<file path="config.mk">
export PLATFORM = sky130hd
export DESIGN_NAME = sys_bridge_n
export DESIGN_NICKNAME = d
export VERILOG_FILES = /design/src/rtl/bridge_pkg.sv /design/src/rtl/bridge_decoder.sv /design/src/rtl/sys_bridge_n.sv
export SDC_FILE = /design/constraint.sdc
export NUM_CORES = 1
export LEC_CHECK = 0
export ABC_CLOCK_PERIOD_IN_PS = 2900
export CAP_MARGIN = 20
export CELL_PAD_IN_SITES_DETAIL_PLACEMENT = 0
export CELL_PAD_IN_SITES_GLOBAL_PLACEMENT = 2
export CORE_UTILIZATION = 19
export DETAILED_ROUTE_END_ITERATION = 6
export PLACE_DENSITY = 0.78
export SYNTH_ARGS = -nofsm -noshare
export SYNTH_HDL_FRONTEND = slang
export SYNTH_HIERARCHICAL = 1
export SYNTH_SLANG_ARGS = --single-unit
</file>
<file path="constraint.sdc">
create_clock -name clk -period 2.9 [get_ports clk]
set_input_delay 0.435 -clock clk [delete_from_list [all_inputs] [get_ports clk]]
set_output_delay 0.435 -clock clk [all_outputs]
set_load 0.1 [all_outputs]
</file>
<file path="src/rtl/bridge_pkg.sv">
// Shared types and default address map for the CPU-to-slave system bridge.
// Latency: n/a (types, constants and a pure helper function only).
// Backpressure: n/a.
package bridge_pkg;

  // Bridge transaction state.
  typedef enum logic [1:0] {
    IDLE = 2'd0,
    BUSY = 2'd1,
    RESP = 2'd2
  } bridge_state_e;

  // Slaves are addressed by word, so the two byte-offset bits are dropped.
  localparam int WORD_ADDR_W = 30;

  // Default four-slot map: data memory at 0, then three 16-byte peripheral windows.
  localparam int             DEF_N_DEV     = 4;
  localparam logic [127:0]   DEF_BASE      = {32'h0000_7F20, 32'h0000_7F10,
                                              32'h0000_7F00, 32'h0000_0000};
  localparam logic [127:0]   DEF_MASK      = {32'hFFFF_FFF0, 32'hFFFF_FFF0,
                                              32'hFFFF_FFF0, 32'hFFFF_C000};
  localparam logic [3:0]     DEF_WORD_ONLY = 4'b1110;
  localparam int             DEF_TIMEOUT   = 15;

  // A write is partial when some, but not all, byte lanes are enabled.
  function automatic logic is_partial(input logic [3:0] byteen);
    return (byteen != 4'b0000) && (byteen != 4'b1111);
  endfunction

endpackage

</file>
<file path="src/rtl/bridge_decoder.sv">
// Address decoder: maps a byte address onto a one-hot slave slot and flags illegal accesses.
// Latency: purely combinational, zero cycles.
// Backpressure: none; evaluated every cycle from the current request fields.
module bridge_decoder
  import bridge_pkg::*;
#(
  parameter int                    N_DEV     = DEF_N_DEV,
  parameter logic [N_DEV*32-1:0]   DEV_BASE  = DEF_BASE[N_DEV*32-1:0],
  parameter logic [N_DEV*32-1:0]   DEV_MASK  = DEF_MASK[N_DEV*32-1:0],
  parameter logic [N_DEV-1:0]      WORD_ONLY = DEF_WORD_ONLY[N_DEV-1:0]
) (
  input  logic [31:0]      addr,
  input  logic [3:0]       byteen,
  output logic [N_DEV-1:0] hit,
  output logic             illegal
);

  logic found;
  logic word_only_hit;

  // Scan slots from index 0 upward so the lowest matching slot takes priority.
  always_comb begin
    hit           = '0;
    found         = 1'b0;
    word_only_hit = 1'b0;
    for (int i = 0; i < N_DEV; i++) begin
      if (!found && ((addr & DEV_MASK[i*32 +: 32]) == DEV_BASE[i*32 +: 32])) begin
        hit[i]        = 1'b1;
        found         = 1'b1;
        word_only_hit = WORD_ONLY[i];
      end
    end
    // Unmapped addresses and sub-word writes into word-only slaves never reach a slave.
    illegal = !found || (word_only_hit && is_partial(byteen));
  end

endmodule

</file>
<file path="src/rtl/sys_bridge_n.sv">
// System bridge: decodes CPU memory-stage accesses onto N slaves and runs the request/ready handshake.
// Latency: 2 cycles request-to-done with an immediate ready, +1 per wait cycle; decode error 1 cycle; timeout TIMEOUT+1.
// Backpressure: pr_stall holds the CPU while a request is decoded or waiting for slave ready.
module sys_bridge_n
  import bridge_pkg::*;
#(
  parameter int                    N_DEV     = DEF_N_DEV,
  parameter logic [N_DEV*32-1:0]   DEV_BASE  = DEF_BASE[N_DEV*32-1:0],
  parameter logic [N_DEV*32-1:0]   DEV_MASK  = DEF_MASK[N_DEV*32-1:0],
  parameter logic [N_DEV-1:0]      WORD_ONLY = DEF_WORD_ONLY[N_DEV-1:0],
  parameter int                    TIMEOUT   = DEF_TIMEOUT
) (
  input  logic                   clk,
  input  logic                   reset,
  // CPU side
  input  logic                   pr_req,
  input  logic [31:0]            pr_addr,
  input  logic [31:0]            pr_wd,
  input  logic [3:0]             pr_byteen,
  output logic [31:0]            pr_rd,
  output logic                   pr_stall,
  output logic                   pr_done,
  output logic                   pr_err,
  // Slave side
  output logic [N_DEV-1:0]       dev_sel,
  output logic [WORD_ADDR_W-1:0] dev_addr,
  output logic [31:0]            dev_wd,
  output logic [3:0]             dev_byteen,
  output logic                   dev_we,
  input  logic [N_DEV*32-1:0]    dev_rd,
  input  logic [N_DEV-1:0]       dev_ready,
  input  logic [N_DEV-1:0]       dev_irq,
  // CP0 hardware interrupts
  output logic [5:0]             hw_int
);

  // The counter only has to reach TIMEOUT-1; the FSM leaves BUSY there, so it never wraps.
  localparam int              CNT_W    = $clog2(TIMEOUT + 1);
  localparam logic [CNT_W-1:0] CNT_LAST = CNT_W'(TIMEOUT - 1);

  bridge_state_e          state;
  logic [N_DEV-1:0]       sel_q;
  logic [CNT_W-1:0]       cnt;
  logic [31:0]            rd_q;
  logic                   err_q;
  logic [WORD_ADDR_W-1:0] addr_q;
  logic [31:0]            wd_q;
  logic [3:0]             byteen_q;
  logic [5:0]             hw_int_q;

  logic [N_DEV-1:0]       dec_hit;
  logic                   dec_illegal;
  logic [31:0]            sel_rd;
  logic                   sel_ready;
  logic [5:0]             irq_ext;

  bridge_decoder #(
    .N_DEV     (N_DEV),
    .DEV_BASE  (DEV_BASE),
    .DEV_MASK  (DEV_MASK),
    .WORD_ONLY (WORD_ONLY)
  ) u_decoder (
    .addr    (pr_addr),
    .byteen  (pr_byteen),
    .hit     (dec_hit),
    .illegal (dec_illegal)
  );

  // Pick read data and ready from the selected slave only; other slaves' ready is ignored.
  always_comb begin
    sel_rd    = '0;
    sel_ready = 1'b0;
    for (int i = 0; i < N_DEV; i++) begin
      if (sel_q[i]) begin
        sel_rd    = sel_rd | dev_rd[i*32 +: 32];
        sel_ready = sel_ready | dev_ready[i];
      end
    end
  end

  // Transaction FSM: latch and decode in IDLE, wait for ready or timeout in BUSY, report in RESP.
  always_ff @(posedge clk) begin
    if (reset) begin
      state    <= IDLE;
      sel_q    <= '0;
      cnt      <= '0;
      rd_q     <= '0;
      err_q    <= 1'b0;
      addr_q   <= '0;
      wd_q     <= '0;
      byteen_q <= '0;
    end else begin
      case (state)
        IDLE: begin
          if (pr_req) begin
            addr_q   <= pr_addr[31:2];
            wd_q     <= pr_wd;
            byteen_q <= pr_byteen;
            cnt      <= '0;
            if (dec_illegal) begin
              // Rejected at decode: no slave is ever selected.
              sel_q <= '0;
              rd_q  <= '0;
              err_q <= 1'b1;
              state <= RESP;
            end else begin
              sel_q <= dec_hit;
              err_q <= 1'b0;
              state <= BUSY;
            end
          end
        end
        BUSY: begin
          if (sel_ready) begin
            rd_q  <= sel_rd;
            err_q <= 1'b0;
            sel_q <= '0;
            state <= RESP;
          end else if (cnt == CNT_LAST) begin
            // Slave never answered within the wait budget.
            rd_q  <= '0;
            err_q <= 1'b1;
            sel_q <= '0;
            state <= RESP;
          end else begin
            cnt <= cnt + CNT_W'(1);
          end
        end
        RESP: begin
          // pr_req is deliberately not looked at here; the next access starts in IDLE.
          state <= IDLE;
        end
        default: begin
          state <= IDLE;
        end
      endcase
    end
  end

  // Zero-extend the slave interrupt lines to the six CP0 inputs.
  always_comb begin
    irq_ext             = '0;
    irq_ext[N_DEV-1:0]  = dev_irq;
  end

  // One-cycle interrupt register toward CP0.
  always_ff @(posedge clk) begin
    if (reset) begin
      hw_int_q <= '0;
    end else begin
      hw_int_q <= irq_ext;
    end
  end

  // CPU-facing outputs are decoded from registered state; only the IDLE stall looks at pr_req.
  always_comb begin
    pr_stall   = ((state == IDLE) && pr_req) || (state == BUSY);
    pr_done    = (state == RESP);
    pr_rd      = (state == RESP) ? rd_q : 32'd0;
    pr_err     = (state == RESP) && err_q;
    dev_sel    = (state == BUSY) ? sel_q : '0;
    dev_we     = (state == BUSY) && (byteen_q != 4'b0000);
    dev_addr   = addr_q;
    dev_wd     = wd_q;
    dev_byteen = byteen_q;
    hw_int     = hw_int_q;
  end

endmodule

</file>
==> summary.txt <==
Global route
  – Antenna violations before repair: 0
  – Number of global-route vias before repair: between 5k and 6k
  – Largest net degree at the start of global routing: 67
  – GR Overflow Total: 0
  – Wire length of the first global-routing pass: 29.5 mm
  – GRT Util Overall: between 10% and 20%

Clock network
  – Post-CTS Hold Fix Bufs: 0
  – Root Driver: clkbuf_16
  – # resized after CTS: 0
  – H-tree levels: 4
  – Num CTS Buffers: 17
  – Setup Fix Bufs, Post-CTS: 0
  – Reg clk slew, reported paths: about 0.06 ns
  – CTS tree: done
  – Worst-case clock buffer depth: 2
  – Skew-Pair Late Insertion Delay: about 0.40 ns
  – CTS sink count: 113

Power and ir drop
  – Static Leak: 3.48 nW
  – Power per cell area: 532 nW/um^2
  – VDD IR-drop max: about 0.36 mV
  – Total Power: between 0.004 and 0.005 W

STA
  – F_max: 365 MHz
  – RSZ-0062 raised after global routing: no
  – Worst setup margin: ~0.16 ns
  – Crit path time final: around 2.7 ns
  – Worst Skew: roughly 0.0078 ns
  – Count of final hold-check violations: 0
  – Fin crit share: a little over nine tenths
  – Final Max Tran Viols: 0
  – Final setup fails: 0

Synthesis
  – Simple logic cell fraction of the synthesized area: 21.2%
  – Mapped Cells: 570
  – Syn_area_per_cell: ~8.6 um^2
  – Synth Area in XOR/XNOR: 0.178%
  – Post-synthesis compound-gate area fraction: roughly 27%
  – Largest family of logic cells by synthesized area: compound AO/OA/AOI/OAI gates
  – Synth unique cells: 38
  – Top-count cell post-synth: nand2_1
  – Sequential area share after synthesis: 45.9%
  – Cell taking the most area after synthesis: dfxtp_1
  – Asr flop ratio synth: 0%
  – Post-Synth Adder-Cell Area: less than 1%
  – Synth cell count leaders: nand2_1 (136), dfxtp_1 (113), a21oi_1 (72), and2_1 (38), a22o_1 (36)
  – Synth warn: 6
  – Number of synthesized flops with an enable pin: 0
  – Synth Flop Type: dfxtp_1
  – Number of register bits inferred by synthesis: roughly 110
  – Yosys top cell area share: between 40% and 50%
  – Mapped cell area: between 4000 and 5000 um^2
  – Synth area leaders: dfxtp_1 (46%), nand2_1 (10%), a21oi_1 (7.3%)
  – Proportion of synthesized area in mux cells: 0%

Routing
  – DRT Pass-1 Iters: 6
  – Routed len/inst: ~16 um
  – DRT iter0 DRCs: ~210
  – Post-DRT Antenna Nets: 0
  – Total Wirelength: 19.7 mm
  – Vias post-DR: between 5k and 6k
  – Via density per instance: 4.37
  – DRC viols: 0

Layout
  – P&R area growth vs syn: 83.8%
  – Final Net Count: approximately 1.1k
  – Share of cells above drive strength 1: a little under a fifth
  – FF+latch area: 2260 um^2
  – Multi-input logic area: ~2400 um^2
  – # fillers: approximately 2.6k
  – ANT cells: 0

Worst setup path
  – CP Launch Point: pr_addr[22]
  – Worst setup path class: input pin to flop
  – R2R Path Start: sel_q[0]
  – CP max-delay cell: or4_4
  – Crit path cell chain: clkdlybuf4s50_1, or4_4, or4b_4, nor4_1, a21oi_1, a21oi_1, nor2_1, a21oi_4, buf_12, o2bb2ai_1
  – Critical path peak fanout: 30
  – WP data required: approximately 3.2 ns
  – Most used cell, CP: a21oi_1
  – CP max stage delay: between 0.5 and 0.6 ns
  – CP Launch Type: input pin
  – WP data arrival: 3.06 ns
  – Crit. End Element: flop

Die
  – Die footprint: 26600 um^2
  – Core area: around 25000 um^2
  – Starting Density: 19.4%
  – I/O Pins: roughly 320
  – Die height: roughly 160 um
  – Chip width: 163 um
  – FP Rows: 58

Placement
  – GP Congestion: about 0.7
  – Dpl ws: -0.258 ns
  – Input/output buffers: roughly 310
  – DP HPWL: between 10 and 15 mm

Flow run
  – Max cap viols: 0

Outcome
  – Status: completed

Hold path
  – Min-delay worst type: input pin to flop
  – Worst hold path startpoint: reset
critical path: cells and delay by family:
kind | cells | cell delay [ns]
AND/OR/NAND/NOR | 4 | 1.38
buffers and inverters | 2 | 0.62
AO/OA/AOI/OAI | 4 | 0.59
registers in the layout (all words and copies together) (netlist names):
| name | cells |
|---|---|
| dev_wd | 32 |
| rd_q | 32 |
| dev_addr | 30 |
| cnt | 4 |
| dev_byteen | 4 |
| hw_int | 4 |
| sel_q | 4 |
| state | 2 |
| err_q | 1 |
where the power goes:
group / total, W / internal (W) / switching [W] / leakage [nW]
combinational: 0.00101 / 0.000373 / 0.000633 / 2.25
sequential: 0.00164 / 0.00161 / 0.0000311 / 0.923
clock: 0.00217 / 0.00144 / 0.000734 / 0.302
total: 0.00482 / 0.00342 / 0.00140 / 3.48
metrics by stage:
stage,instances,utilization [%],TNS (ns),hold WS [ns],cell area (um^2)
final,1211,35.7,0,0.439,9050
after global routing,1211,35.7,0,0.430,9050
after CTS,1211,35.7,0,0.413,9050
after detailed placement,1180,33.3,-8.40,0.439,8440
after global placement,1180,33.3,-8.23,0.436,8440
after floorplan,571,-,0,0.424,4930
layer usage:
layer	global-route usage (%)	part of all wire, %	up-vias
met2	24.4	49	193
met5	0	0	-
met4	4.42	0.72	0
met3	5.27	8.5	8
met1	17.3	42	2444
li1	-	-	2643
cell families after synthesis:
kind of cell,after synthesis
other,1
buffers and inverters,53
XOR/XNOR,1
adder cells (fa/ha/maj),2
AO/OA/AOI/OAI,182
AND/OR/NAND/NOR,218
flip-flops,113
area by class of cell:
class / instances / area share, %
timing repair buffer: 330 / 36.7
sequential: 113 / 25.0
multi-input combinational: 405 / 26.9
clock buffer: 22 / 5.35
inverter: 2 / 0.0829
clock inverter: 9 / 1.44
tap: 330 / 4.56
path summary, 6_finish.rpt:
path                   to  slack, ns  cells past startpoint
max              rd_q[21]       0.16                     10
min          dev_addr[12]       0.44                      2
max reg2reg      rd_q[21]       1.21                      6
min reg2reg      rd_q[19]       0.45                      1
placed cells by master (no fill, tap or decap), types with 2 or more instances in the layout:
| cell type | instances |
|---|---|
| clkdlybuf4s50_1 | 203 |
| nand2_1 | 135 |
| dfxtp_1 | 113 |
| buf_4 | 99 |
| a21oi_1 | 72 |
| and2_1 | 37 |
| a22o_1 | 36 |
| a221oi_1 | 32 |
| o2bb2ai_1 | 32 |
| buf_12 | 27 |
| clkbuf_16 | 17 |
| nor2_1 | 8 |
| nor4_1 | 7 |
| nor3_1 | 5 |
| nor2b_1 | 4 |
| clkbuf_8 | 4 |
| nand3_1 | 3 |
| or3_1 | 3 |
| bufinv_16 | 3 |
| clkinv_2 | 3 |
| inv_1 | 2 |
| a22oi_4 | 2 |
| and4_1 | 2 |
| o21ai_1 | 2 |
| a21boi_1 | 2 |
| ha_1 | 2 |
| conb_1 | 2 |
| clkinv_4 | 2 |
| or4_4 | 2 |
| nor3b_1 | 2 |
Note: power is estimated with default switching activity, not from simulation.
==> edit 1: new RTL, same settings <==
Put a register stage on the output `pr_err`. The value now appears one clock later. The other outputs are not delayed to match.
--- a/src/rtl/sys_bridge_n.sv
+++ b/src/rtl/sys_bridge_n.sv
@@ -39,2 +39,4 @@
   localparam logic [CNT_W-1:0] CNT_LAST = CNT_W'(TIMEOUT - 1);
+
+  logic pr_err_d;
 
@@ -159,3 +161,3 @@
     pr_rd      = (state == RESP) ? rd_q : 32'd0;
-    pr_err     = (state == RESP) && err_q;
+    pr_err_d   = (state == RESP) && err_q;
     dev_sel    = (state == BUSY) ? sel_q : '0;
@@ -168,2 +170,6 @@
 
+  always_ff @(posedge clk) begin
+    pr_err <= pr_err_d;
+  end
+
 endmodule
Behaviour: not the same (a bounded check fails within 4 cycles, from zero or initial values and one cycle with reset high).
==> edit 1 against the unedited design <==
Synthesized cell count grew 0.18%; register-to-register slack improved by 0.04 ns; power shrank 1.9%; cell area shrank 2.4%; setup slack improved by 0.037 ns; via count fell by 0.45%; sequential cell count grew 1; clock power decreased by 5%; critical path type unchanged; area after synthesis up 0.41%; critical path depth fell by 1; routed wire length rose by 0.11%; final cell count grew 0.25%; die area grew 0.40%.
==> edit 1: results (changes against the unedited design) <==
largest net degree at the start of global routing=72 (+7.5%); met1 Track Usage GR=0.165 (-0.00732); post-DR wirelength/cell=16.3 um (-0.14%); list of most frequent post-synthesis cells=nand2_1 (136), dfxtp_1 (114), a21oi_1 (72); Leakage=3.42 nW (-1.7%); critical path arrival=3.05 ns (about the same); Final Routed Wirelength=19.7 mm (+0.11%); first-pass GRT wire length=29.2 mm (-1.2%); Placed Area=8250 um^2 (-2.2%); port bufs=314 (unchanged); GR Layer Usage met3=0.0556 (+0.00290); share of cells above drive strength 1=0.193 (+0.00161); H-tree depth=4 (unchanged); maximum VDD drop=0.337 mV (-5.5%); Final nets=1,080 (+0.19%); register area share after synthesis=0.462 (+0.00219); Post-synth ARST share=0 (unchanged); vias in the first global route=5,217 (-0.44%); Final Skew=0.0138 ns (+0.00607 ns); HPWL after DPL=14.6 mm (+2.4%); Syn Area/Cell=8.66 um^2 (+0.23%); pre-CTS setup slack=-0.238 ns (+0.0196 ns); Fillers=2,614 (-0.83%); Placed Cells=1,182 (+0.17%); largest cells by area after synthesis=dfxtp_1 (46%), nand2_1 (10%), a21oi_1 (7.3%), a22o_1 (6.4%), a221oi_1 (5.7%); initial drt markers=211 (+1.9%); drt first pass iters=4 (-2); gr usage total=0.144 (-0.00139); outcome=completed; routability cong.=0.731 (+1.4%); GRT met2 Usage=0.249 (+0.00474); CP max FO=4 (-87%); Vias/cell=4.34 (-0.70%)
edit 1: cell families after synthesis:
| group | Yosys count | share of synthesized area |
|---|---|---|
| compound gates | 182 | 0.272 |
| xor+xnor | 1 | 0.00177 |
| fa+ha+maj | 2 | 0.00506 |
| buf+inv | 53 | 0.0478 |
| flops | 114 | 0.462 |
| other cells | 1 | 0.000758 |
| simple gates | 218 | 0.211 |
edit 1: worst max-delay path: cells and delay by family:
kind	cells	cell delay, ns
AOI/OAI and AO/OA	2	0.28
and+or+nand+nor	4	1.56
buffers and inverters	3	0.77
edit 1: final cells by class:
type | instances | area [um^2] | share of cell area
clock buffer | 19 | 443 | 0.0501
sequential | 114 | 2280 | 0.258
tap | 330 | 413 | 0.0467
clock inverter | 13 | 136 | 0.0154
inverter | 2 | 7.51 | 0.000850
timing repair buffer | 331 | 3120 | 0.353
multi-input combinational | 405 | 2440 | 0.276
edit 1: report_power, final:
part           switching (mW)  internal (mW)
registers              0.0316           1.63
clock network           0.778           1.28
logic                   0.633          0.372
total                    1.44           3.28
edit 1: final timing paths:
path	startpoint	endpoint	slack [ns]	cells past startpoint
max	pr_addr[22]	sel_q[2]	0.20	9
min	reset	cnt[1]	0.40	2
max reg2reg	sel_q[1]	rd_q[5]	1.25	5
min reg2reg	rd_q[28]	rd_q[28]	0.45	1
edit 1: layer usage:
metal	vias to the layer above	wire, um
met5	-	0
met4	0	177
met3	12	1660
met2	183	9710
met1	2422	8190
li1	2647	-
==> edit 2: new RTL, same settings <==
Made on the original files. The package constant `DEF_N_DEV` goes from 4 to 2.
--- a/src/rtl/bridge_pkg.sv
+++ b/src/rtl/bridge_pkg.sv
@@ -16,3 +16,3 @@
   // Default four-slot map: data memory at 0, then three 16-byte peripheral windows.
-  localparam int             DEF_N_DEV     = 4;
+  localparam int             DEF_N_DEV     = 2;
   localparam logic [127:0]   DEF_BASE      = {32'h0000_7F20, 32'h0000_7F10,
Interface: changed (resized dev_irq, dev_rd, dev_ready and dev_sel); port bits go from 319 to 249. The function was not compared with the original's and may differ.
==> edit 2 against the unedited design <==
Core utilization down 4.2 points; setup slack gained 0.31 ns; area after synthesis rose by 5.4%; sequential cell count decreased by 4; hold slack better by 0.017 ns; power fell by 20%; fmax is 13% higher; clock skew down 0.00055 ns; cell area down 6.5%; routed wire length is 3.4% lower; critical path type is now reg2out; critical endpoint is now pr_rd[31]; largest cell class unchanged; largest power group is now registers; highest routed layer unchanged.
==> edit 2: results (changes against the unedited design) <==
outcome=completed; share of cells above drive strength 1=0.171 (-0.0212); GRT met2 Usage=0.213 (-0.0307); pre-CTS setup slack=0.237 ns (+0.494 ns); initial drt markers=235 (+14%); Worst-Skew Late Latency=0.36 ns (-0.04 ns); routability cong.=0.718 (-0.43%); first-pass GRT wire length=29.8 mm (+0.91%); Post-synth ARST share=0 (unchanged); Vias/cell=4.49 (+2.8%); Synth Flop Type=dfxtp_1; CP max FO=26 (-13%); switching share of power=0.335 (+0.0445); Final nets=1,021 (-5.3%); gr usage total=0.134 (-0.0120); Leakage=3.32 nW (-4.7%); Syn Area/Cell=7.70 um^2 (-11%); vias in the first global route=5,297 (+1.1%); Fillers=2,877 (+9.1%); CTS Buf Count=9 (-8); crit path max-delay cell type=dfxtp_1; reg2reg end=cnt[0]; H-tree depth=3 (-1); Post-synth EDFFs=0 (unchanged); worst r2r path cells=4 (-2); clock transition at the registers of the reported paths=0.08 ns (+0.02 ns); Min-Delay Endpoint=dev_wd[15]; GR Layer Usage met3=0.0385 (-0.0142); largest net degree at the start of global routing=71 (+6.0%); Final Skew=0.00722 ns (-0.000548 ns); Final Routed Wirelength=19.1 mm (-3.4%); Distinct cells, synth=36 (-5.3%); hold_sp=dev_wd[15]; drt first pass iters=5 (-1); register area share after synthesis=0.421 (-0.0388); critical path arrival=1.99 ns (-1.07 ns); Finished Layout Cells=1,226 (+1.2%); Reg2Reg Launch Point=state[0]; HPWL after DPL=13.1 mm (-8.3%); largest cells by area after synthesis=dfxtp_1 (42%), nand2_1 (9.6%), a21oi_1 (6.9%), nand3_1 (6.9%), a22o_1 (5.6%); min-delay worst type=reg2reg; met1 Track Usage GR=0.172 (-0.000343); maximum VDD drop=0.289 mV (-19%); list of most frequent post-synthesis cells=nand2_1 (133), dfxtp_1 (109), a21oi_1 (72), nand3_1 (72), clkbuf_1 (51); r2r setup slk=0.90 ns (-0.31 ns)
## edit 2: cell count changes after synthesis, moves of 27 or more
cell	before	now
clkbuf_1	24	51
nand4_1	1	37
o21ai_0	0	32
nand3_1	3	72
nor2b_1	5	36
o2bb2ai_1	32	0
a221oi_1	32	0
## edit 2: stage by stage
step           instance area (um^2)  hold slack [ns]
6_report                       8470            0.456
5_1_grt                        8470            0.475
4_1_cts                        8470            0.458
3_5_place_dp                   8150            0.447
3_3_place_gp                   8150            0.442
2_1_floorplan                  5200            0.464
## edit 2: power by group through the flow
| stage | clock, mW | combinational (mW) | sequential [mW] |
|---|---|---|---|
| after global placement | 0 | 0.928 | 1.62 |
| after CTS | 1.41 | 0.932 | 1.58 |
| after detailed placement | 0 | 0.930 | 1.62 |
| after floorplan | 0 | 0.190 | 2.01 |
| final | 1.34 | 0.920 | 1.58 |
| after global routing | 1.47 | 0.965 | 1.59 |
## edit 2: cell type report
type / instances / share of cell area
clock buffers: 10 / 0.0282
clock inverters: 6 / 0.00901
inverters: 2 / 0.000887
multi-input cells: 497 / 0.322
flip-flops and latches: 109 / 0.258
well taps: 341 / 0.0504
repair buffers: 261 / 0.332
## edit 2: worst register-to-register path: cells and delay by family (launching register included)
kind,cells,cell delay (ns)
DFF,1,0.56
AOI/OAI and AO/OA,2,0.43
buffers and inverters,1,0.59
and+or+nand+nor,1,0.36
## edit 2: worst max-delay path by stage
| stage | depth (start not counted) | end | startpoint |
|---|---|---|---|
| 2_1_floorplan | 2 | dev_we | dev_byteen[3] |
| 3_3_place_gp | 8 | state[1] | pr_addr[15] |
| 3_5_place_dp | 8 | state[1] | pr_addr[15] |
| 4_1_cts | 4 | pr_rd[31] | state[1] |
| 5_1_grt | 4 | pr_rd[31] | state[1] |
| 6_report | 4 | pr_rd[31] | state[1] |
## edit 2: per-layer routing
metal  wire length (um)  share of wire  vias up
met3               1370          0.072       15
met2               8620           0.45      170
met4                305          0.016        0
li1                   -              -     2755
met1               8760           0.46     2561
met5                  0              0        -
## edit 2: cells by family (layout without fill, tap and decap cells)
group           Yosys count  in the layout  share of synthesized area
compound gates          144            144                      0.168
fa+ha+maj                 2              2                    0.00482
buf+inv                  71            279                     0.0615
flops                   109            109                      0.421
mux                       3              3                    0.00603
other cells               1              4                   0.000723
simple gates            344            344                      0.338
